$ cat config.mk
export PLATFORM = sky130hd
export DESIGN_NAME = alu_system_control_unit
export DESIGN_NICKNAME = d
export VERILOG_FILES = /design/src/rtl/alu_system_control_unit.sv
export SDC_FILE = /design/constraint.sdc
export NUM_CORES = 1
export LEC_CHECK = 0
export BUFFER_PORTS_ARGS = -buffer_cell sky130_fd_sc_hd__buf_4
export CAP_MARGIN = 20
export CORE_UTILIZATION = 35
export DETAILED_ROUTE_END_ITERATION = 10
export PLACE_DENSITY_LB_ADDON = 0.1
export SYNTH_ARGS = -nofsm -noshare
export SYNTH_HDL_FRONTEND = slang
export SYNTH_SLANG_ARGS = --single-unit
$ cat constraint.sdc
create_clock -name Clock -period 1.7 [get_ports Clock]
set_input_delay 0.17 -clock Clock [delete_from_list [all_inputs] [get_ports Clock]]
set_output_delay 0.17 -clock Clock [all_outputs]
set_load 0.02 [all_outputs]
$ cat src/rtl/alu_system_control_unit.sv
// Hardwired fetch/decode/execute sequencer for the ALU datapath system.
// Only the state register is clocked; every control output decodes state and IROut.
module alu_system_control_unit #(
    parameter logic [4:0] ADD_FUNSEL       = 5'b10100,
    parameter bit         INC_DEC_ON_FLAGS = 1'b0
) (
    input  logic        Clock,
    input  logic        Reset,
    input  logic [15:0] IROut,
    input  logic [3:0]  FlagsOut,
    output logic [2:0]  RF_OutASel,
    output logic [2:0]  RF_OutBSel,
    output logic [2:0]  RF_FunSel,
    output logic [3:0]  RF_RegSel,
    output logic [3:0]  RF_ScrSel,
    output logic [4:0]  ALU_FunSel,
    output logic        ALU_WF,
    output logic [1:0]  ARF_OutCSel,
    output logic [1:0]  ARF_OutDSel,
    output logic [1:0]  ARF_FunSel,
    output logic [2:0]  ARF_RegSel,
    output logic        IR_LH,
    output logic        IR_Write,
    output logic        Mem_WR,
    output logic        Mem_CS,
    output logic [1:0]  MuxASel,
    output logic [1:0]  MuxBSel,
    output logic [1:0]  MuxCSel,
    output logic        MuxDSel,
    output logic [1:0]  DR_FunSel,
    output logic        DR_E,
    output logic        Halted,
    output logic        IllegalOp
);

    localparam logic [2:0] S_INIT   = 3'd0;
    localparam logic [2:0] S_FETCH0 = 3'd1;
    localparam logic [2:0] S_FETCH1 = 3'd2;
    localparam logic [2:0] S_EXEC   = 3'd3;
    localparam logic [2:0] S_EXEC2  = 3'd4;
    localparam logic [2:0] S_HALT   = 3'd5;

    localparam logic [2:0] RF_DEC  = 3'b000;
    localparam logic [2:0] RF_INC  = 3'b001;
    localparam logic [2:0] RF_LOAD = 3'b010;

    logic [2:0] state;
    logic [2:0] next_state;

    logic [5:0] opcode;
    logic [1:0] rs;
    logic [3:0] rs_onehot;
    logic       flag_z;

    assign opcode    = IROut[15:10];
    assign rs        = IROut[9:8];
    assign rs_onehot = 4'b1000 >> rs;
    assign flag_z    = FlagsOut[3];

    // The immediate feeds the datapath directly; C/N/O are not consumed by this subset.
    logic unused_bits;
    assign unused_bits = ^{FlagsOut[2:0], IROut[7:0]};

    always_ff @(posedge Clock) begin
        if (Reset) state <= S_INIT;
        else       state <= next_state;
    end

    always_comb begin
        RF_OutASel  = 3'b000;
        RF_OutBSel  = 3'b000;
        RF_FunSel   = 3'b000;
        RF_RegSel   = 4'b0000;
        RF_ScrSel   = 4'b0000;
        ALU_FunSel  = 5'b00000;
        ALU_WF      = 1'b0;
        ARF_OutCSel = 2'b00;
        ARF_OutDSel = 2'b00;
        ARF_FunSel  = 2'b00;
        ARF_RegSel  = 3'b000;
        IR_LH       = 1'b0;
        IR_Write    = 1'b0;
        Mem_WR      = 1'b0;
        Mem_CS      = 1'b1;
        MuxASel     = 2'b00;
        MuxBSel     = 2'b00;
        MuxCSel     = 2'b00;
        MuxDSel     = 1'b0;
        DR_FunSel   = 2'b00;
        DR_E        = 1'b0;
        Halted      = 1'b0;
        IllegalOp   = 1'b0;
        next_state  = state;

        if (!Reset) begin
            case (state)
                S_INIT: begin
                    ARF_RegSel = 3'b100;
                    ARF_FunSel = 2'b11;
                    next_state = S_FETCH0;
                end
                S_FETCH0, S_FETCH1: begin
                    Mem_CS      = 1'b0;
                    ARF_OutDSel = 2'b00;
                    IR_Write    = 1'b1;
                    IR_LH       = (state == S_FETCH1);
                    ARF_RegSel  = 3'b100;
                    ARF_FunSel  = 2'b01;
                    next_state  = (state == S_FETCH1) ? S_EXEC : S_FETCH1;
                end
                S_EXEC: begin
                    next_state = S_FETCH0;
                    case (opcode)
                        6'h00, 6'h01, 6'h02: begin
                            // BRA always, BNE on Z=0, BEQ on Z=1; a failed test is a no-op
                            if (opcode == 6'h00 || (opcode == 6'h01 && !flag_z) ||
                                (opcode == 6'h02 && flag_z)) begin
                                MuxBSel    = 2'b11;
                                ARF_RegSel = 3'b100;
                                ARF_FunSel = 2'b10;
                            end
                        end
                        6'h03, 6'h04: begin
                            RF_RegSel = rs_onehot;
                            RF_FunSel = (opcode == 6'h03) ? RF_INC : RF_DEC;
                            ALU_WF    = INC_DEC_ON_FLAGS;
                        end
                        6'h05: begin
                            MuxASel   = 2'b11;
                            RF_RegSel = rs_onehot;
                            RF_FunSel = RF_LOAD;
                        end
                        6'h06: begin
                            RF_OutASel = 3'b000;
                            RF_OutBSel = {1'b0, rs};
                            MuxDSel    = 1'b0;
                            ALU_FunSel = ADD_FUNSEL;
                            ALU_WF     = 1'b1;
                            MuxASel    = 2'b00;
                            RF_RegSel  = 4'b1000;
                            RF_FunSel  = RF_LOAD;
                        end
                        6'h07: begin
                            ARF_OutDSel = 2'b10;
                            Mem_CS      = 1'b0;
                            DR_E        = 1'b1;
                            DR_FunSel   = 2'b01;
                            next_state  = S_EXEC2;
                        end
                        6'h08: next_state = S_HALT;
                        default: IllegalOp = 1'b1;
                    endcase
                end
                S_EXEC2: begin
                    MuxASel    = 2'b10;
                    RF_RegSel  = rs_onehot;
                    RF_FunSel  = RF_LOAD;
                    next_state = S_FETCH0;
                end
                S_HALT: Halted = 1'b1;
                default: next_state = S_INIT;
            endcase
        end
    end

endmodule

==> impl_summary.md, run 1 <==
Run status
The flow ran to the end, and the final reports show no timing, DRC or antenna violations.

Timing
For the pin with the worst max-slew slack, the measured transition is 536 ps. Setup violations remaining at the end of the flow were counted as 0. The tightest slew margin relative to the limit is 64.0%.

Setup repair after global routing could not meet its margin everywhere. Once routing completed, OpenROAD measured the worst setup slack at 46.8 ps. Timing would allow up to 605 MHz. The final max-slew violation count is 0. Dividing the final minimum period by the clock period gives 97.2%. In the final timing run, aggregate negative setup slack is 0 ps.

The final count of hold timing violations is 0. The routed design could run at a clock period as short as 1650 ps. The worst clock skew is 3.12 ps.

Setup path
The maximum net fanout on the critical path is 8. The worst setup path is launched from a register. STA classifies the critical path endpoint as a primary output.

The endpoint of the most critical setup path is RF_OutBSel[1]. The number of cells on the worst reg-to-reg path is 3. The setup slack of the worst register-to-register path is 600 ps. The critical path crosses 4 cells after its start point. The worst-path cell with the longest stage delay is sky130_fd_sc_hd__and4bb_4. The count of buffering cells on the critical path with inverters included is 1. The worst reg2reg path startpoint is state[1].

For the worst setup path, the data arrival time is 1480 ps. The launching instance or port of the critical path is state[2]. The worst register-to-register path ends at state[2]. The data required time of the worst path is 1530 ps. The signal on the critical path passes through and4bb_4 -> nand3_4 -> nor3_1 -> buf_4.

In this design, the stage delay of the slowest critical-path cell is 370 ps. The setup path with the least slack is of type reg2out. The kind of cell with the highest combined delay along the critical path is simple AND/OR/NAND/NOR gates.

Clocking
The CTS tree is built. The root buffer cell is sky130_fd_sc_hd__clkbuf_4. The clock reaches the later pin of the worst-skew pair after 230 ps.

The count of hold-fix buffers inserted at cts is 0. The maximum buffer depth of the clock tree is 2. The CTS H-tree depth is 1.

CTS saw 3 sinks. The number of clock buffers inserted by TritonCTS is 3. After clock tree synthesis, the clock-pin slew on the worst setup and hold paths is 40 ps.

Die
The initial cell density of the core is 38.5%. In this run the horizontal extent of the chip is 46.3 um. The placeable core area is 1780 sq um. Row generation in the floorplan step produced 15 rows. The height of the chip is 46.3 um. The die footprint is 2140 sq um.

In this run the count of I/O pins placed on the die edge is 70.

Power
The areal power density over the cells is 445 nW/um^2. Summed over all cells, the static leakage comes to 0.430 nW. The maximum resistive drop on vdd is 0.361 mV.

Cells and area
The final layout contains 151 nets. The number of fill cells is 193. In the final layout, the share of cells above drive strength 1 is 44.5%.

The library cell used most frequently in the layout, excluding fill and tap cells, is sky130_fd_sc_hd__buf_4. The final antenna diode count is 0. The storage element area is 63.8 sq um. The area used by multi-input combinational logic is 518 sq um. Ranked by flip-flop count, first place goes to state. The flip-flop count of the largest register, all copies and words added is 3.

The signed area change from the synthesized netlist to the final layout is 37.6%. The top cell types in the final layout, fill and taps aside, are 38 x sky130_fd_sc_hd__buf_4, 22 x sky130_fd_sc_hd__conb_1, 7 x sky130_fd_sc_hd__nor3_1. In the final layout, the registers with the most flip-flops are state: 3 flops.

Global routing
The initial antenna violation count is 0. The number of global-route vias before repair came to 559. Global routing finished with a remaining overflow of 0. The overall routing resource usage is 15.0%.

The maximum number of pins on one net before global-route repair is 11. The global-route wire length before repair is 2.39 mm.

Route
The routed wirelength normalized by instance count is 9.97 um. After detailed routing, the number of remaining DRC violations is 0. The first detailed-routing pass took 4 iterations. In this run the remaining antenna-violating nets after routing total 0. For this block, the initial DRC count from the detailed router was 12.

Using the TritonRoute via totals, the vias-per-cell ratio works out to 4.54. The final wirelength is 1.53 mm. The total via count in the routed design is 694.

Yosys
The post-synthesis adder-cell area fraction is 0%. The count of mapped cells out of synthesis is 95. By area the synthesized netlist is led by sky130_fd_sc_hd__buf_4 30%, sky130_fd_sc_hd__dfxtp_1 8.8%, sky130_fd_sc_hd__nor3_1 5.8%. Sequential elements use 8.76% of the synthesized area. Multiplexer cells account for 1.64% of the synthesized area.

The simple-gate share of the synthesized area is 33.9%. Dividing the synthesized area by the synthesized cell count gives 7.22 sq um. The post-synthesis xor/xnor area fraction is 1.28%.

In the synthesized netlist the dominant register cell turns out to be sky130_fd_sc_hd__dfxtp_1. Yosys mapped the design onto 36 distinct sky130hd cell types. For this run, asynchronously set or reset flops after synthesis account for 0%. In this run the cell area of the synthesized design comes to 686 sq um. Of all cell types, the one taking the most synthesized area is sky130_fd_sc_hd__buf_4. The post-synthesis compound-gate area fraction is 18.4%. The total of warnings raised by yosys is 0. The synthesized design contains 0 enable-type register cells. After synthesis the netlist holds a flip-flop and latch count of 3. The top-area cell type share of the netlist area is 29.6%.

After synthesis, the largest family of logic cells by area is buffers and inverters.

Place
The placement-stage worst setup slack is 183 ps. The global placement routability congestion is 0.759. The HPWL after detailed placement is 1.20 mm.

During placement, the flow inserted port buffers numbering 36.

Min path
In this run the worst hold path is classified as in2reg.

Flow run
The tool flagged a number of max-cap violations equal to 0.
## cell usage after synthesis (2+ instances only)
master and instances:
sky130_fd_sc_hd__inv_1 2, sky130_fd_sc_hd__o21ai_0 3, sky130_fd_sc_hd__nor2b_1 3, sky130_fd_sc_hd__dfxtp_1 3, sky130_fd_sc_hd__nor3_1 8, sky130_fd_sc_hd__and2_1 2, sky130_fd_sc_hd__nor2_1 7, sky130_fd_sc_hd__and3b_1 2
sky130_fd_sc_hd__buf_2 2, sky130_fd_sc_hd__buf_4 27, sky130_fd_sc_hd__buf_6 2, sky130_fd_sc_hd__a211oi_1 3, sky130_fd_sc_hd__nand2b_1 4, sky130_fd_sc_hd__nand3_1 2, sky130_fd_sc_hd__nand2_1 4
## cell type report
class	count	area share, %
inverter	2	0.796
clock buffer	4	2.79
multi-input combinational	80	54.9
timing repair buffer	39	31.4
tap	25	3.32
sequential	3	6.76
## logic make-up (layout without fill, tap and decap cells)
group,count (synthesis),count (layout)
other cells,1,22
compound gates,16,16
mux,1,1
buf+inv,33,45
simple gates,40,40
flops,3,3
xor+xnor,1,1
## worst reg2reg max path, stage by stage, from the launching register on
cell and delay, ps:
sky130_fd_sc_hd__dfxtp_1 330, sky130_fd_sc_hd__buf_4 170, sky130_fd_sc_hd__nor4bb_1 380, sky130_fd_sc_hd__a31o_2 170
## power breakdown
part	total, mW	internal [mW]	switching, mW
clock network	0.123	0.0878	0.0351
logic	0.214	0.0824	0.132
registers	0.0826	0.0755	0.00708
## routing by layer
layer  up-vias  track usage (%)  wire [um]
met3         0             2.35        129
met4         0             1.76          0
met2        42             28.2        731
li1        350                -          -
met5         -                0          0
met1       302             18.0        666
## worst min path at each step
stage	slack, ps	cells after the start	startpoint	to
2_1_floorplan	360	2	Reset	state[1]
3_3_place_gp	420	2	Reset	state[1]
3_5_place_dp	410	2	Reset	state[1]
4_1_cts	180	2	Reset	state[1]
5_1_grt	190	2	Reset	state[1]
6_report	190	2	Reset	state[1]
## what timing repair did
item,CTS,global route
gates resized for setup,8,8
setup buffers,0,1
setup endpoints to repair,14,18
pin swaps,1,4
## stage by stage
| stage | area, sq um | power, mW | util [%] | hold WS (ps) | instances |
|---|---|---|---|---|---|
| finish | 943 | 0.420 | 52.9 | 188 | 153 |
| detailed placement | 846 | 0.284 | 47.4 | 412 | 148 |
| CTS | 911 | 0.416 | 51.1 | 176 | 152 |
| floorplan | 764 | 0.258 | - | 358 | 116 |
| global route | 943 | 0.455 | 52.9 | 188 | 153 |
| global placement | 846 | 0.284 | 47.4 | 416 | 148 |
(Power assumes the default switching activity.)
==> run 2, diff against run 1 <==
Settings changed: CTS_CLUSTER_DIAMETER set to 30, SETUP_SLACK_MARGIN set to 0.4, TNS_END_PERCENT set to 1.
==> impl_summary.md, run 2 (synthesis gave the netlist of run 1 again) <==
Cells and area
Top library cells by usage in the layout, fill and taps aside: 33 x sky130_fd_sc_hd__buf_4, 22 x sky130_fd_sc_hd__conb_1, 9 x sky130_fd_sc_hd__buf_6 (was 38 x sky130_fd_sc_hd__buf_4, 22 x sky130_fd_sc_hd__conb_1, 7 x sky130_fd_sc_hd__nor3_1). Top flop regs: state: 3 flops (unchanged). The fraction of final layout cells sized beyond drive strength 1 is 57.3% (was 44.5%). The register bank with the most flops is state (unchanged). The most common cell after layout, fill and taps aside is sky130_fd_sc_hd__buf_4 (unchanged). The final-stage net count came to 154 (was 151). The signed area change from the synthesized netlist to the final layout is 62.8% (was 37.6%). The flip-flop count of the largest register, all copies and words added is 3 (unchanged). The number of fill cells is 164 (was 193). The final antenna diode count is 0 (unchanged).

Power
The leakage power summed over all cells is 0.478 nW (was 0.430 nW). The areal power density over the cells is 410 nW/um^2 (was 445 nW/um^2). The maximum resistive drop on vdd is 0.324 mV (was 0.361 mV).

Global routing
The initial antenna violation count was 0 (unchanged). The maximum number of pins on one net before global-route repair is 10 (was 11). The overall routing resource usage is 15.8% (was 15.0%).

The number of global-route vias before repair is 586 (was 559). The global-route wire length before repair came to 2.42 mm (was 2.39 mm). The residual overflow from global routing is 0 (unchanged).

Die
The initial cell density of the core is 38.5% (unchanged). The height of the chip is 46.3 um (unchanged). The die footprint is 2140 sq um (unchanged).

The placeable core area is 1780 sq um (unchanged). The count of boundary I/O pins came to 70 (unchanged). The site row count was 15 (unchanged).

The chip width is 46.3 um (unchanged).

Timing
The smallest setup slack after layout is 47.5 ps (was 46.8 ps). The final max-slew violation count was 0 (unchanged). The summed negative setup slack over all endpoints was 0 ps (unchanged). The clock period minus worst slack is 1650 ps (about the same). The highest achievable clock rate is 605 MHz (about the same). The final worst-path cycle share was 97.2% (about the same). The number of endpoints failing setup at the final stage is 0 (unchanged). The tightest hold margin came to 215 ps (was 188 ps). Unrepaired setup endpoints after global routing: true (unchanged). The final count of hold timing violations is 0 (unchanged).

The worst clock skew is 0.750 ps (was 3.12 ps).

Clocking
The number of clock buffers inserted by TritonCTS is 3 (unchanged). The count of hold-fix buffers inserted at cts is 0 (unchanged). The clock latency on the worst-skew pair is 230 ps (about the same).

The CTS H-tree depth is 1 (unchanged). The clock transition at the registers of the reported paths came to 30 ps (was 40 ps). The maximum buffer depth of the clock tree was 2 (unchanged). The TritonCTS sink count was 3 (unchanged). The CTS tree is built (unchanged). The root buffer cell is sky130_fd_sc_hd__clkbuf_4 (unchanged).

Route
The detail-routed via count per cell was 4.63 (was 4.54). The final wirelength is 1.73 mm (was 1.53 mm). The count of nets left with antenna violations after detail routing came to 0 (unchanged). The routed wirelength normalized by instance count was 11.1 um (was 9.97 um).

The iteration-0 DRC count of the detailed router is 7 (was 12). The count of unresolved DRC violations after routing is 0 (unchanged). The total via count in the routed design is 722 (was 694). The number of iterations in the first detailed-routing pass was 4 (unchanged).

Setup path
The maximum net fanout on the critical path is 8 (unchanged). The data required time of the worst path is 1530 ps (about the same). The worst reg2reg path startpoint is state[1] (unchanged).

The depth of the worst register-to-register path was 3 (unchanged). The setup slack of the worst register-to-register path came to 640 ps (was 600 ps). The path type of the worst setup path was reg2out (unchanged). The sort of element at the end of the critical path is a primary output (unchanged). The category of the worst setup path launch point is a register (unchanged).

The endpoint arrival time on the critical path was 1480 ps (about the same). The endpoint of the lowest-slack register-to-register path is state[2] (unchanged).

Min path
The type of the most critical hold path is in2reg (unchanged). The count of cells along the worst hold path was 2 (unchanged). The endpoint of the worst hold path is state[1] (unchanged). The hold path startpoint is Reset (unchanged).

Place
The global placement routability congestion is 0.683 (was 0.759). The placement-stage worst setup slack was 209 ps (was 183 ps). The half-perimeter wire length after detailed placement is 1.34 mm (was 1.20 mm). The count of port buffers added during placement is 36 (unchanged).

Flow run
The max capacitance violation total is 0 (unchanged).

Run status
Result of the run: complete, no violations (unchanged).
-- run 2: cell count changes in the layout (fill, tap and decap cells not counted), moves of 3 or more --
| cell | previous run | this run |
|---|---|---|
| sky130_fd_sc_hd__a211oi_4 | 0 | 3 |
| sky130_fd_sc_hd__nor3_2 | 1 | 4 |
| sky130_fd_sc_hd__buf_6 | 1 | 9 |
| sky130_fd_sc_hd__nor2_4 | 0 | 3 |
| sky130_fd_sc_hd__nor3_1 | 7 | 4 |
| sky130_fd_sc_hd__a211oi_2 | 3 | 0 |
| sky130_fd_sc_hd__buf_4 | 38 | 33 |
-- run 2: cell type report --
class                           count  area (sq um)  share of cell area, %
Clock buffer                        4          26.3                   2.35
Inverter                            2          7.51                  0.673
Multi-Input combinational cell     80           636                   57.0
Sequential cell                     3          66.3                   5.94
Tap cell                           25          31.3                   2.80
Timing Repair Buffer               42           349                   31.3
-- run 2: worst max-delay path, stage by stage (launching register included) --
cell	delay, ps
sky130_fd_sc_hd__dfxtp_2	310
sky130_fd_sc_hd__and4bb_4	370
sky130_fd_sc_hd__nand3_4	180
sky130_fd_sc_hd__o21ba_4	260
sky130_fd_sc_hd__buf_6	120
-- run 2: routing by layer --
| metal | GRT usage (%) | up-vias | wire, um |
|---|---|---|---|
| met5 | 0 | - | 0 |
| met4 | 7.06 | 0 | 11 |
| met3 | 3.14 | 2 | 111 |
| met2 | 27.9 | 40 | 879 |
| met1 | 18.0 | 328 | 729 |
| li1 | - | 352 | - |
-- run 2: what timing repair did --
action	CTS	global route
gates cloned	0	0
buffers inserted	1	0
setup endpoints to repair	26	26
pin swaps	1	8
endpoints found under the hold margin	0	0
gates resized for setup	4	18
-- run 2: power by group --
| group | internal (mW) | switching, mW | total [mW] |
|---|---|---|---|
| sequential | 0.0789 | 0.00820 | 0.0870 |
| clock | 0.0877 | 0.0334 | 0.121 |
| combinational | 0.0992 | 0.150 | 0.249 |
-- run 2: worst max-delay path by stage --
| stage | from | endpoint | cells after the start |
|---|---|---|---|
| 6_report | state[2] | Mem_CS | 4 |
| 2_1_floorplan | state[2] | ALU_FunSel[2] | 5 |
| 4_1_cts | state[2] | Mem_CS | 4 |
| 3_5_place_dp | state[2] | RF_RegSel[0] | 4 |
| 3_3_place_gp | state[1] | RF_RegSel[2] | 4 |
| 5_1_grt | state[1] | RF_RegSel[0] | 4 |
-- run 2: per-stage QoR --
stage          power (mW)  util [%]  instance area, sq um  instances
2_1_floorplan       0.274         -                   885        116
3_3_place_gp        0.305      55.4                   988        151
3_5_place_dp        0.307      55.4                   988        151
4_1_cts             0.440      58.1                  1040        156
5_1_grt             0.492      62.6                  1120        156
6_report            0.457      62.6                  1120        156
